### src/rtl/bus_pkg.sv
// Shared encodings for the lab bus sequencer: opcodes, bus sources,
// FSM states and the idle control word.
package bus_pkg;

  localparam int ADDR_W_DEF = 4;

  localparam logic [2:0] OP_NOP   = 3'd0;
  localparam logic [2:0] OP_LDEXT = 3'd1;
  localparam logic [2:0] OP_MOV   = 3'd2;
  localparam logic [2:0] OP_ST    = 3'd3;
  localparam logic [2:0] OP_LD    = 3'd4;
  localparam logic [2:0] OP_BCOPY = 3'd5;

  localparam logic [1:0] SEL_R1  = 2'd0;
  localparam logic [1:0] SEL_R2  = 2'd1;
  localparam logic [1:0] SEL_R3  = 2'd2;
  localparam logic [1:0] SEL_RAM = 2'd3;

  localparam logic [2:0] REN_R1 = 3'b001;
  localparam logic [2:0] REN_R2 = 3'b010;

  typedef enum logic [2:0] {
    IDLE,
    EXEC,
    BC_RD,
    BC_WR,
    FIN
  } state_t;

  typedef struct packed {
    logic [1:0] bus_sel;
    logic       in_sel;
    logic [2:0] reg_en;
    logic       ram_wen;
  } ctrl_t;

  localparam ctrl_t CTRL_IDLE = '0;

  function automatic logic [2:0] onehot(input logic [1:0] d);
    onehot = 3'b001 << d;
  endfunction

endpackage

### src/rtl/bus_seq_ctrl.sv
// Command sequencer for the R1-R3 / RAM lab datapath. Drives all
// mux selects and enables cycle by cycle from one latched command.
module bus_seq_ctrl
  import bus_pkg::*;
#(
  parameter int ADDR_W = ADDR_W_DEF
) (
  input  logic              clk,
  input  logic              rst,
  input  logic              cmd_valid,
  output logic              cmd_ready,
  input  logic [2:0]        cmd_op,
  input  logic [1:0]        cmd_src,
  input  logic [1:0]        cmd_dst,
  input  logic [ADDR_W-1:0] cmd_addr,
  input  logic [ADDR_W-1:0] cmd_addr2,
  input  logic [ADDR_W-1:0] cmd_len,
  output logic [1:0]        bus_sel,
  output logic              in_sel,
  output logic [2:0]        reg_en,
  output logic              ram_wen,
  output logic [ADDR_W-1:0] ram_addr,
  output logic              done,
  output logic              err
);

  localparam logic [ADDR_W-1:0] ONE = {{(ADDR_W-1){1'b0}}, 1'b1};

  state_t            state;
  ctrl_t             ctrl_q;
  logic [ADDR_W-1:0] addr_q;
  logic [ADDR_W-1:0] addr2_q;
  logic [ADDR_W-1:0] len_q;
  logic [ADDR_W-1:0] idx;
  logic              rej_q;

  logic is_mov;
  logic is_ld;
  logic is_bcopy;
  logic bad;
  logic dst_r1;
  logic last;

  always_comb begin
    is_mov   = cmd_op == OP_MOV;
    is_ld    = cmd_op == OP_LD;
    is_bcopy = cmd_op == OP_BCOPY;
    dst_r1   = cmd_dst == SEL_R1;
    bad      = 1'b0;
    unique case (1'b1)
      cmd_op > OP_BCOPY:  bad = 1'b1;
      is_mov || is_ld:    bad = cmd_dst == 2'd3;
      is_bcopy:           bad = cmd_len == '0;
      default:            bad = 1'b0;
    endcase
    last = idx == len_q - ONE;
  end

  assign bus_sel = ctrl_q.bus_sel;
  assign in_sel  = ctrl_q.in_sel;
  assign reg_en  = ctrl_q.reg_en;
  assign ram_wen = ctrl_q.ram_wen;

  // Outputs are set on the edge that enters the state they belong to,
  // so every control is registered and the default below is "idle".
  always_ff @(posedge clk) begin
    if (rst) begin
      state     <= IDLE;
      cmd_ready <= 1'b1;
      ctrl_q    <= CTRL_IDLE;
      ram_addr  <= '0;
      done      <= 1'b0;
      err       <= 1'b0;
      addr_q    <= '0;
      addr2_q   <= '0;
      len_q     <= '0;
      idx       <= '0;
      rej_q     <= 1'b0;
    end else begin
      ctrl_q   <= CTRL_IDLE;
      ram_addr <= '0;
      done     <= 1'b0;
      err      <= 1'b0;
      unique case (state)
        IDLE: begin
          if (cmd_valid) begin
            cmd_ready <= 1'b0;
            addr_q    <= cmd_addr;
            addr2_q   <= cmd_addr2;
            len_q     <= cmd_len;
            idx       <= '0;
            rej_q     <= bad;
            if (is_bcopy && !bad) begin
              state          <= BC_RD;
              ctrl_q.bus_sel <= SEL_RAM;
              ctrl_q.reg_en  <= REN_R2;
              ram_addr       <= cmd_addr;
            end else begin
              // Rejected and NOP commands spend an idle EXEC cycle
              state <= EXEC;
              if (!bad) begin
                unique case (cmd_op)
                  OP_LDEXT: begin
                    ctrl_q.reg_en <= REN_R1;
                  end
                  OP_MOV: begin
                    ctrl_q.bus_sel <= cmd_src;
                    ctrl_q.reg_en  <= onehot(cmd_dst);
                    ctrl_q.in_sel  <= dst_r1;
                    if (cmd_src == SEL_RAM)
                      ram_addr <= cmd_addr;
                  end
                  OP_ST: begin
                    ctrl_q.bus_sel <= cmd_src;
                    ctrl_q.ram_wen <= 1'b1;
                    ram_addr       <= cmd_addr;
                  end
                  OP_LD: begin
                    ctrl_q.bus_sel <= SEL_RAM;
                    ctrl_q.reg_en  <= onehot(cmd_dst);
                    ctrl_q.in_sel  <= dst_r1;
                    ram_addr       <= cmd_addr;
                  end
                  default: ;
                endcase
              end
            end
          end
        end
        EXEC: begin
          state <= FIN;
          done  <= 1'b1;
          err   <= rej_q;
        end
        BC_RD: begin
          state          <= BC_WR;
          ctrl_q.bus_sel <= SEL_R2;
          ctrl_q.ram_wen <= 1'b1;
          ram_addr       <= addr2_q + idx;
        end
        BC_WR: begin
          if (last) begin
            state <= FIN;
            done  <= 1'b1;
          end else begin
            state          <= BC_RD;
            idx            <= idx + ONE;
            ctrl_q.bus_sel <= SEL_RAM;
            ctrl_q.reg_en  <= REN_R2;
            ram_addr       <= addr_q + idx + ONE;
          end
        end
        FIN: begin
          state     <= IDLE;
          cmd_ready <= 1'b1;
        end
        default: begin
          state     <= IDLE;
          cmd_ready <= 1'b1;
        end
      endcase
    end
  end

endmodule

### config.mk
export PLATFORM = sky130hd
export DESIGN_NAME = bus_seq_ctrl
export DESIGN_NICKNAME = d
export VERILOG_FILES = /design/src/rtl/bus_pkg.sv /design/src/rtl/bus_seq_ctrl.sv
export SDC_FILE = /design/constraint.sdc
export NUM_CORES = 1
export LEC_CHECK = 0
export ABC_AREA = 1
export CAP_MARGIN = 10
export CORE_AREA = 5 5 75 77
export CTS_BUF_LIST = sky130_fd_sc_hd__clkbuf_16
export DETAILED_ROUTE_END_ITERATION = 10
export DIE_AREA = 0 0 80 82
export PLACE_DENSITY_LB_ADDON = 0.15
export SYNTH_ARGS = -nofsm -noshare
export SYNTH_HDL_FRONTEND = slang
export SYNTH_SLANG_ARGS = --single-unit
### constraint.sdc
create_clock -name clk -period 4.1 [get_ports clk]
set_input_delay 0.41 -clock clk [delete_from_list [all_inputs] [get_ports clk]]
set_output_delay 0.41 -clock clk [all_outputs]
set_load 0.05 [all_outputs]
After elaboration in Yosys (flattened, before gate mapping):

Index checks and enable logic that the tools add are counted.

* output and inout port bits: 14
* bits in registers: 34
* word-level logic and storage cells: 89

* shifts and indexed selects: 1
* eq/ne operators: 13
* magnitude comparators: 1
* reduce and logical (&&, ||, !) cells: 16
* bitwise operators: 5
* $add $sub $neg: 5
* mux-type cells: 34

Operator list (count)
* $mux 4: 7
* $pmux 4 s2: 2
* $mux 7: 2
* $eq 3x2->1 const B: 4
* $pmux 3 s2: 2
* $pmux 3 s4: 1
* $pmux 4 s3: 1
* $mux 3: 3
* $add 4x1->4 const B: 2
* $add 4x4->4: 2
* $mux 2: 4
* $reduce_or 2->1: 4
* $eq 3x1->1 const B: 2
* $eq 3x3->1 const B: 2
* $mux 1: 6
* $pmux 1 s2: 3
* $pmux 2 s3: 1
* $reduce_or 6->1: 1
* $not 1->1: 5
* $eq 2x2->1 const B: 2
* $eq 4x4->1: 1
* $logic_not 4->1: 1
* $ne 2x2->1 const B: 2
* $pmux 2 s2: 1
* 13 further kinds: 14

Depth between registers and ports, before layout:

Gate-level depths: netlist (run 1).

* depth in word-level cells: 8
* depth in mapped cells: 13
* depth with buffers taken out: 13

Worst setup path after synthesis (run 1):

Ideal clock, no wire load.

* kind: register -> register
* start: register len_q[0]
* end: register state[1]
* stages on the path, launching flop included: 11
* setup slack: 2.635 ns
* clock period less this slack: 1.465 ns
* data arrival time: 1.356 ns
* path through: dfxtp_1 -> inv_1 -> ha_1 -> xor2_1 -> nand2_1 -> nor2_4 -> nand2_4 -> a21oi_2 -> nand2_1 -> nand2_1 -> inv_1

* longest elaborated chain between the ends: 4

RTL lines
* start: declaration: RTL line bus_seq_ctrl.sv:33 `logic [ADDR_W-1:0] len_q;`
* start signal: assignment: RTL line bus_seq_ctrl.sv:90 `len_q <= cmd_len;`
* $sub 4x1->4: RTL line bus_seq_ctrl.sv:56 `last = idx == len_q - ONE;`
* $eq 4x4->1: RTL line bus_seq_ctrl.sv:56
* $mux 3: RTL line bus_seq_ctrl.sv:142 `if (last) begin`
* $pmux 3 s4: RTL line bus_seq_ctrl.sv:84 `unique case (state)`
* end signal: assignment: RTL line bus_seq_ctrl.sv:94 `state <= BC_RD;`
* end signal: assignment: RTL line bus_seq_ctrl.sv:143 `state <= FIN;`
* end signal: assignment: RTL line bus_seq_ctrl.sv:146 `state <= BC_RD;`
* end: declaration: RTL line bus_seq_ctrl.sv:29 `state_t state;`

No other way between the ends.
A chain may end at the register's enable or synchronous reset.

==> results by group, run 1 <==
Status
  • Status: complete, no violations

Drt
  • DRT iter0 DRCs: 122
  • DR vias: 1647
  • Iteration count of the initial detailed-routing pass: 4
  • Antenna-violating nets left: 0
  • Via/cell ratio: 4.60
  • Routed WL: 4.42 mm
  • DRC Markers: 0
  • Routed WL per cell: 12.3 um

Clock tree
  • Clk slew on worst S/H paths: about 0.060 ns
  • CTS Hold Bufs: 0
  • PostCTS Resize Cnt: 0
  • Clk root buf: clkbuf_16
  • Setup Fix Bufs, Post-CTS: 0
  • TritonCTS Sinks: 34
  • CTS Buf Count: 5
  • CTS tree: done
  • H-tree depth: 2
  • Longest Clk Path Bufs: 2
  • Clock latency on the worst-skew pair: 0.28 ns

STA
  • Final hold vios: 0
  • RSZ-0062 raised after global routing: no
  • Setup TNS: 0 ns
  • Finish-stage setup viols: 0
  • Minimum clock period: roughly 2.0 ns
  • Max_slew headroom: about half
  • Crit share post-route: 48.5%
  • Final Skew: 0.00682 ns
  • Fmax: about 0.50 GHz
  • Max-slew violation count: 0
  • Slew @ Worst Pin: 0.746 ns

Power
  • Leakage dissipation: 1.10 nW
  • Sw power: ~0.00025 W
  • Max VDD drop: between 0.00015 and 0.0002 V
  • Clock share of power: 39.8%
  • Seq pwr share: 40.6%
  • Int Pwr: approximately 0.00063 W
  • Sw Ratio: 28.6%
  • PD cells: 368 nW/um2
  • Comb pwr share: 19.6%

Floorplanning
  • Die Span Y: a little over 80 um
  • Core ar.: 4940 um2
  • Die area: around 6600 um2
  • Row count: 26
  • Die Width: roughly 80 um
  • Starting density of the core: ~38%
  • # IOs: 36

Global routing
  • Vias in the first global route: approximately 1600
  • Initial antenna violation count: 0
  • First-pass GRT wire length: 7.58 mm
  • GRT Total Usage: 15.3%
  • Largest net degree at the start of global routing: 17
  • Grt total ovfl: 0

Logic synthesis
  • Syn avg cell area: 7.47 um2
  • Mapped Area: 1870 um2
  • Post-synthesis sequential area ratio: 36.5%
  • Syn nets: ~280
  • Netlist cell types: 33
  • YS warnings: 0
  • Synth Register Bits: 34
  • Synthesized instance count: 250

Placed design
  • Cells after DPL: 350
  • I/O Buffers: 35
  • Dpl hpwl: 3.37 mm
  • Gpl congestion: 0.829

Setup path
  • Critical Path End Type: register
  • Critical path fanouts, max: 16
  • Worst reg2reg path depth: 6
  • WS Path Type: in2reg
  • Req. time, crit path: 4.26 ns
  • Reg2reg setup slack: between 2 and 2.5 ns
  • Arrival @ worst endpoint: 2.15 ns
  • CP startpoint kind: primary input

Worst hold path
  • Hold WC Path Type: reg2reg
  • Hold-critical path depth: 2

Final layout
  • Layout cell share with drive strength beyond 1: 8.33%
  • Final cell count without fillers: 358
  • Antenna diodes: 0
  • Final nets: 319
  • Final core occ: 48.9%
  • Filler cells: 518
  • Flip-flop and latch area: roughly 680 um2
  • Multi-input gate area: 1020 um2
  • Area grow syn2layout: 29.4%

Job
  • MaxCap Viol Count: 0
[through the flow]
step,area (um2),setup slack (ns),total power [W],hold slack (ns)
after detailed placement,2280,1.80,0.000542,0.456
final,2420,2.11,0.000888,0.469
after floorplan,1870,2.64,0.000485,0.431
after global routing,2420,1.94,0.000936,0.507
after CTS,2420,2.09,0.000900,0.468
after global placement,2280,1.86,0.000541,0.457
[worst max-delay path, cell delays in order]
cell and delay [ns]:
clkdlybuf4s50_1 0.95, inv_1 0.39, nand2_1 0.28, o21ai_0 0.11
[cell type report]
class	instances	area share (%)
Inverter	36	5.59
Tap cell	70	3.63
Clock inverter	3	0.518
Sequential cell	34	28.2
Timing Repair Buffer	35	14.5
Multi-Input combinational cell	175	42.4
Clock buffer	5	5.18
[power groups by stage]
stage	sequential (W)	clock, W	combinational, W
after detailed placement	0.000368	0	0.000174
final	0.000361	0.000354	0.000174
after global placement	0.000367	0	0.000174
after CTS	0.000361	0.000363	0.000176
after floorplan	0.000387	0	0.0000978
after global routing	0.000363	0.000378	0.000196
[synth_stat cells, drive strengths merged]
library cell	number	area, um2
ha	8	100
nand2	65	283
nand3b	1	7.51
dfxtp	34	681
nand3	29	150
xor2	6	52.6
nor2	22	131
fa	2	40.0
buf	4	22.5
a211oi	2	15.0
nand4	3	18.8
o22ai	3	18.8
nor3	2	10.0
clkbuf	1	3.75
a22oi	1	7.51
and2	1	6.26
inv	36	135
o32ai	1	16.3
o21ai	10	50.1
a31oi	2	12.5
a21oi	12	63.8
xnor2	4	35.0
or2	1	6.26
[sequential cells by signal (all words and copies together) (netlist names)]
register and flops:
addr2_q 4, addr_q 4, bus_sel 2, cmd_ready 1, done 1, err 1, idx 4, in_sel 1
len_q 4, ram_addr 4, ram_wen 1, reg_en 3, rej_q 1, state 3
[layout by cell type (no fill, tap or decap), drive strengths merged]
cell type,instances
xnor2,4
xor2,6
nand2,65
ha,8
fa,2
inv,37
nand3b,1
a31oi,2
nor2,22
o22ai,3
nor3,2
or2,1
a22oi,1
a211oi,2
clkinv,2
o32ai,1
clkbuf,5
nand3,29
a21oi,12
and2,1
dfxtp,34
nand4,3
o21ai,10
clkdlybuf4s50,35
[cells by family (layout without fill, tap and decap cells)]
group                      after synthesis  count (layout)  synth area share (%)
DFF                                     34              34                  36.5
xor gates and xnor gates                10              10                  4.69
and+or+nand+nor                        124             124                  32.8
AOI/OAI and AO/OA                       31              31                  9.85
adders and majority gates               10              10                  7.51
buffers and inverters                   41              79                  8.65
[per-layer routing]
metal	track usage, %	share of wire (%)	wire (um)	vias up
met5	0	0	0	-
met1	19.0	47	2060	718
met4	5.07	1.3	59	0
met2	25.3	47	2070	41
met3	4.50	5.2	229	5
li1	-	-	-	883
[worst paths after layout]
kind | from | to
setup / recovery | rst | addr2_q[1]
hold / removal | rej_q | err
setup reg to reg | idx[0] | ram_addr[2]
hold reg to reg | rej_q | err
(Power assumes the default switching activity.)
==> run 2: changes to the inputs <==
==> constraint.sdc (replaced) <==
create_clock -name clk -period 1.7 [get_ports clk]
set_input_delay 0.17 -clock clk [delete_from_list [all_inputs] [get_ports clk]]
set_output_delay 0.17 -clock clk [all_outputs]
set_load 0.05 [all_outputs]
==> results by group, run 2 (synthesis results as in run 1) <==
Status
  • Status: complete, no violations

Placed design
  • Cells after DPL: 359 (+2.6%)
  • Dpl hpwl: 3.54 mm (+4.9%)
  • Gpl congestion: 0.823 (-0.72%)
  • I/O Buffers: 35 (unchanged)

Clock tree
  • CTS Buf Count: 5 (unchanged)
  • Clk slew on worst S/H paths: 0.06 ns (about the same)
  • CTS tree: done
  • Clk root buf: clkbuf_16
  • TritonCTS Sinks: 34 (unchanged)
  • H-tree depth: 2 (unchanged)
  • Longest Clk Path Bufs: 2 (unchanged)
  • Clock latency on the worst-skew pair: 0.28 ns (about the same)

Setup path
  • CP startpoint kind: register
  • RR Startpoint: len_q[0]
  • Worst r2r dst: idx[3]
  • Critical Path End Type: output pin
  • Crit path from: ram_addr[3]
  • Reg2reg setup slack: 0.14 ns (-2.22 ns)
  • CP Capture Point: ram_addr[3]
  • Arrival @ worst endpoint: 1.42 ns (-0.73 ns)
  • Worst-path cell chain: clkdlybuf4s50_1
  • CP delay by family, top: buffers and inverters
  • Worst reg2reg path depth: 10 (+4)
  • Critical path fanouts, max: 1 (-15)
  • WS Path Type: reg2out
  • Req. time, crit path: 1.53 ns (-2.73 ns)
  • CP max stage cell: clkdlybuf4s50_1
  • CP peak stage delay: 0.81 ns (-0.14 ns)
  • Worst path buffer plus inverter count: 1 (-1)
  • WP depth: 1 (-3)

Final layout
  • Layout cell share with drive strength beyond 1: 15.3% (+6.9 points)
  • Final nets: 332 (+4.1%)
  • Antenna diodes: 0 (unchanged)
  • Final cell count without fillers: 371 (+3.6%)
  • Most frequent cells in the layout: nand2_1 (59), clkdlybuf4s50_1 (35), dfxtp_1 (32)
  • Filler cells: 490 (-5.4%)
  • Commonest non-fill, non-tap cell in the layout: nand2_1
  • Area grow syn2layout: 39.8%

Drt
  • Routed WL: 4.54 mm (+2.9%)
  • DR vias: 1734 (+5.3%)
  • Routed WL per cell: 12.2 um (-0.71%)
  • Antenna-violating nets left: 0 (unchanged)
  • DRT iter0 DRCs: 95 (-22%)
  • DRC Markers: 0 (unchanged)
  • Via/cell ratio: 4.67 (+1.6%)
  • Iteration count of the initial detailed-routing pass: 4 (unchanged)

Global routing
  • Initial antenna violation count: 0 (unchanged)
  • Vias in the first global route: 1663 (+3.7%)
  • GRT Total Usage: 15.4% (+0.11 points)
  • First-pass GRT wire length: 7.66 mm (+1.1%)
  • Grt total ovfl: 0 (unchanged)
  • Largest net degree at the start of global routing: 17 (unchanged)

STA
  • Final hold vios: 0 (unchanged)
  • Minimum clock period: 1.59 ns
  • RSZ-0062 raised after global routing: no
  • Max_slew headroom: 66.6% (+16 points)
  • Crit share post-route: between 90% and 100%
  • Fmax: ~0.63 GHz
  • Max-slew violation count: 0 (unchanged)
  • Setup TNS: 0 ns (unchanged)
  • Final Skew: 0.00507 ns (-0.00175 ns)
  • Finish-stage setup viols: 0 (unchanged)
  • Slew @ Worst Pin: 0.499 ns (-0.247 ns)

Floorplanning
  • Row count: 26 (unchanged)
  • Die Span Y: 82 um (unchanged)
  • Core ar.: 4940 um2 (unchanged)
  • # IOs: 36 (unchanged)
  • Starting density of the core: 37.8% (unchanged)
  • Die Width: 80 um (unchanged)
  • Die area: 6560 um2 (unchanged)

Power
  • PD cells: 959 nW/um2 (+160%)
  • Max VDD drop: 0.000483 V (+200%)
  • Leakage dissipation: 1.19 nW (+8.3%)

Job
  • MaxCap Viol Count: 0 (unchanged)

Worst hold path
  • Hold WC Path Type: in2reg
  • Hold-critical path depth: 3 (+1)
## run 2: layout make-up
type	count	area, um2	share of cell area, %
Timing Repair Buffer	48	464	17.8
Inverter	36	138	5.27
Clock buffer	5	125	4.79
Sequential cell	34	683	26.2
Multi-Input combinational cell	175	1040	40.0
Tap cell	70	87.6	3.36
Clock inverter	3	68.8	2.64
## run 2: worst min path at each step
stage,from,endpoint,slack (ns)
after detailed placement,addr_q[3],addr_q[3],0.47
after global placement,addr_q[3],addr_q[3],0.47
after CTS,cmd_addr2[2],addr2_q[2],0.42
final,cmd_addr2[2],addr2_q[2],0.43
after floorplan,cmd_addr2[0],addr2_q[0],0.27
after global routing,cmd_addr2[2],addr2_q[2],0.43
## run 2: repair_timing
item                       CTS  global route
setup buffers                0             4
resized for setup            0            12
setup endpoints to repair    0             7
hold buffers                 0             0
## run 2: metrics by stage
stage / hold slack, ns / area, um2 / setup WS, ns / util (%) / total power [W]
after floorplan: 0.273 / 1870 / 0.235 / - / 0.00117
after global placement: 0.469 / 2360 / -0.0123 / 47.7 / 0.00132
after detailed placement: 0.471 / 2360 / -0.0517 / 47.7 / 0.00132
after CTS: 0.423 / 2550 / 0.0284 / 51.6 / 0.00253
after global routing: 0.431 / 2610 / 0.00890 / 52.8 / 0.00263
final: 0.429 / 2610 / 0.106 / 52.8 / 0.00250
## run 2: report_power, final
part	internal [W]	leakage [nW]	switching, W
clock	0.000842	0.0940	0.000342
combinational	0.000174	0.821	0.000274
sequential	0.000846	0.278	0.0000238
total	0.00186	1.19	0.000639
## run 2: worst min-delay path: stages
cell	delay (ns)
clkdlybuf4s50_1	0.39
nand2_1	0.06
nand2_1	0.04
## run 2: per-layer routing
layer	global-route usage (%)	wire length, um	vias up	share of wire [%]
li1	-	-	914	-
met1	17.8	2050	777	45
met2	27.2	2180	37	48
met3	4.17	242	6	5.3
met4	5.57	71	0	1.6
met5	0	0	-	0
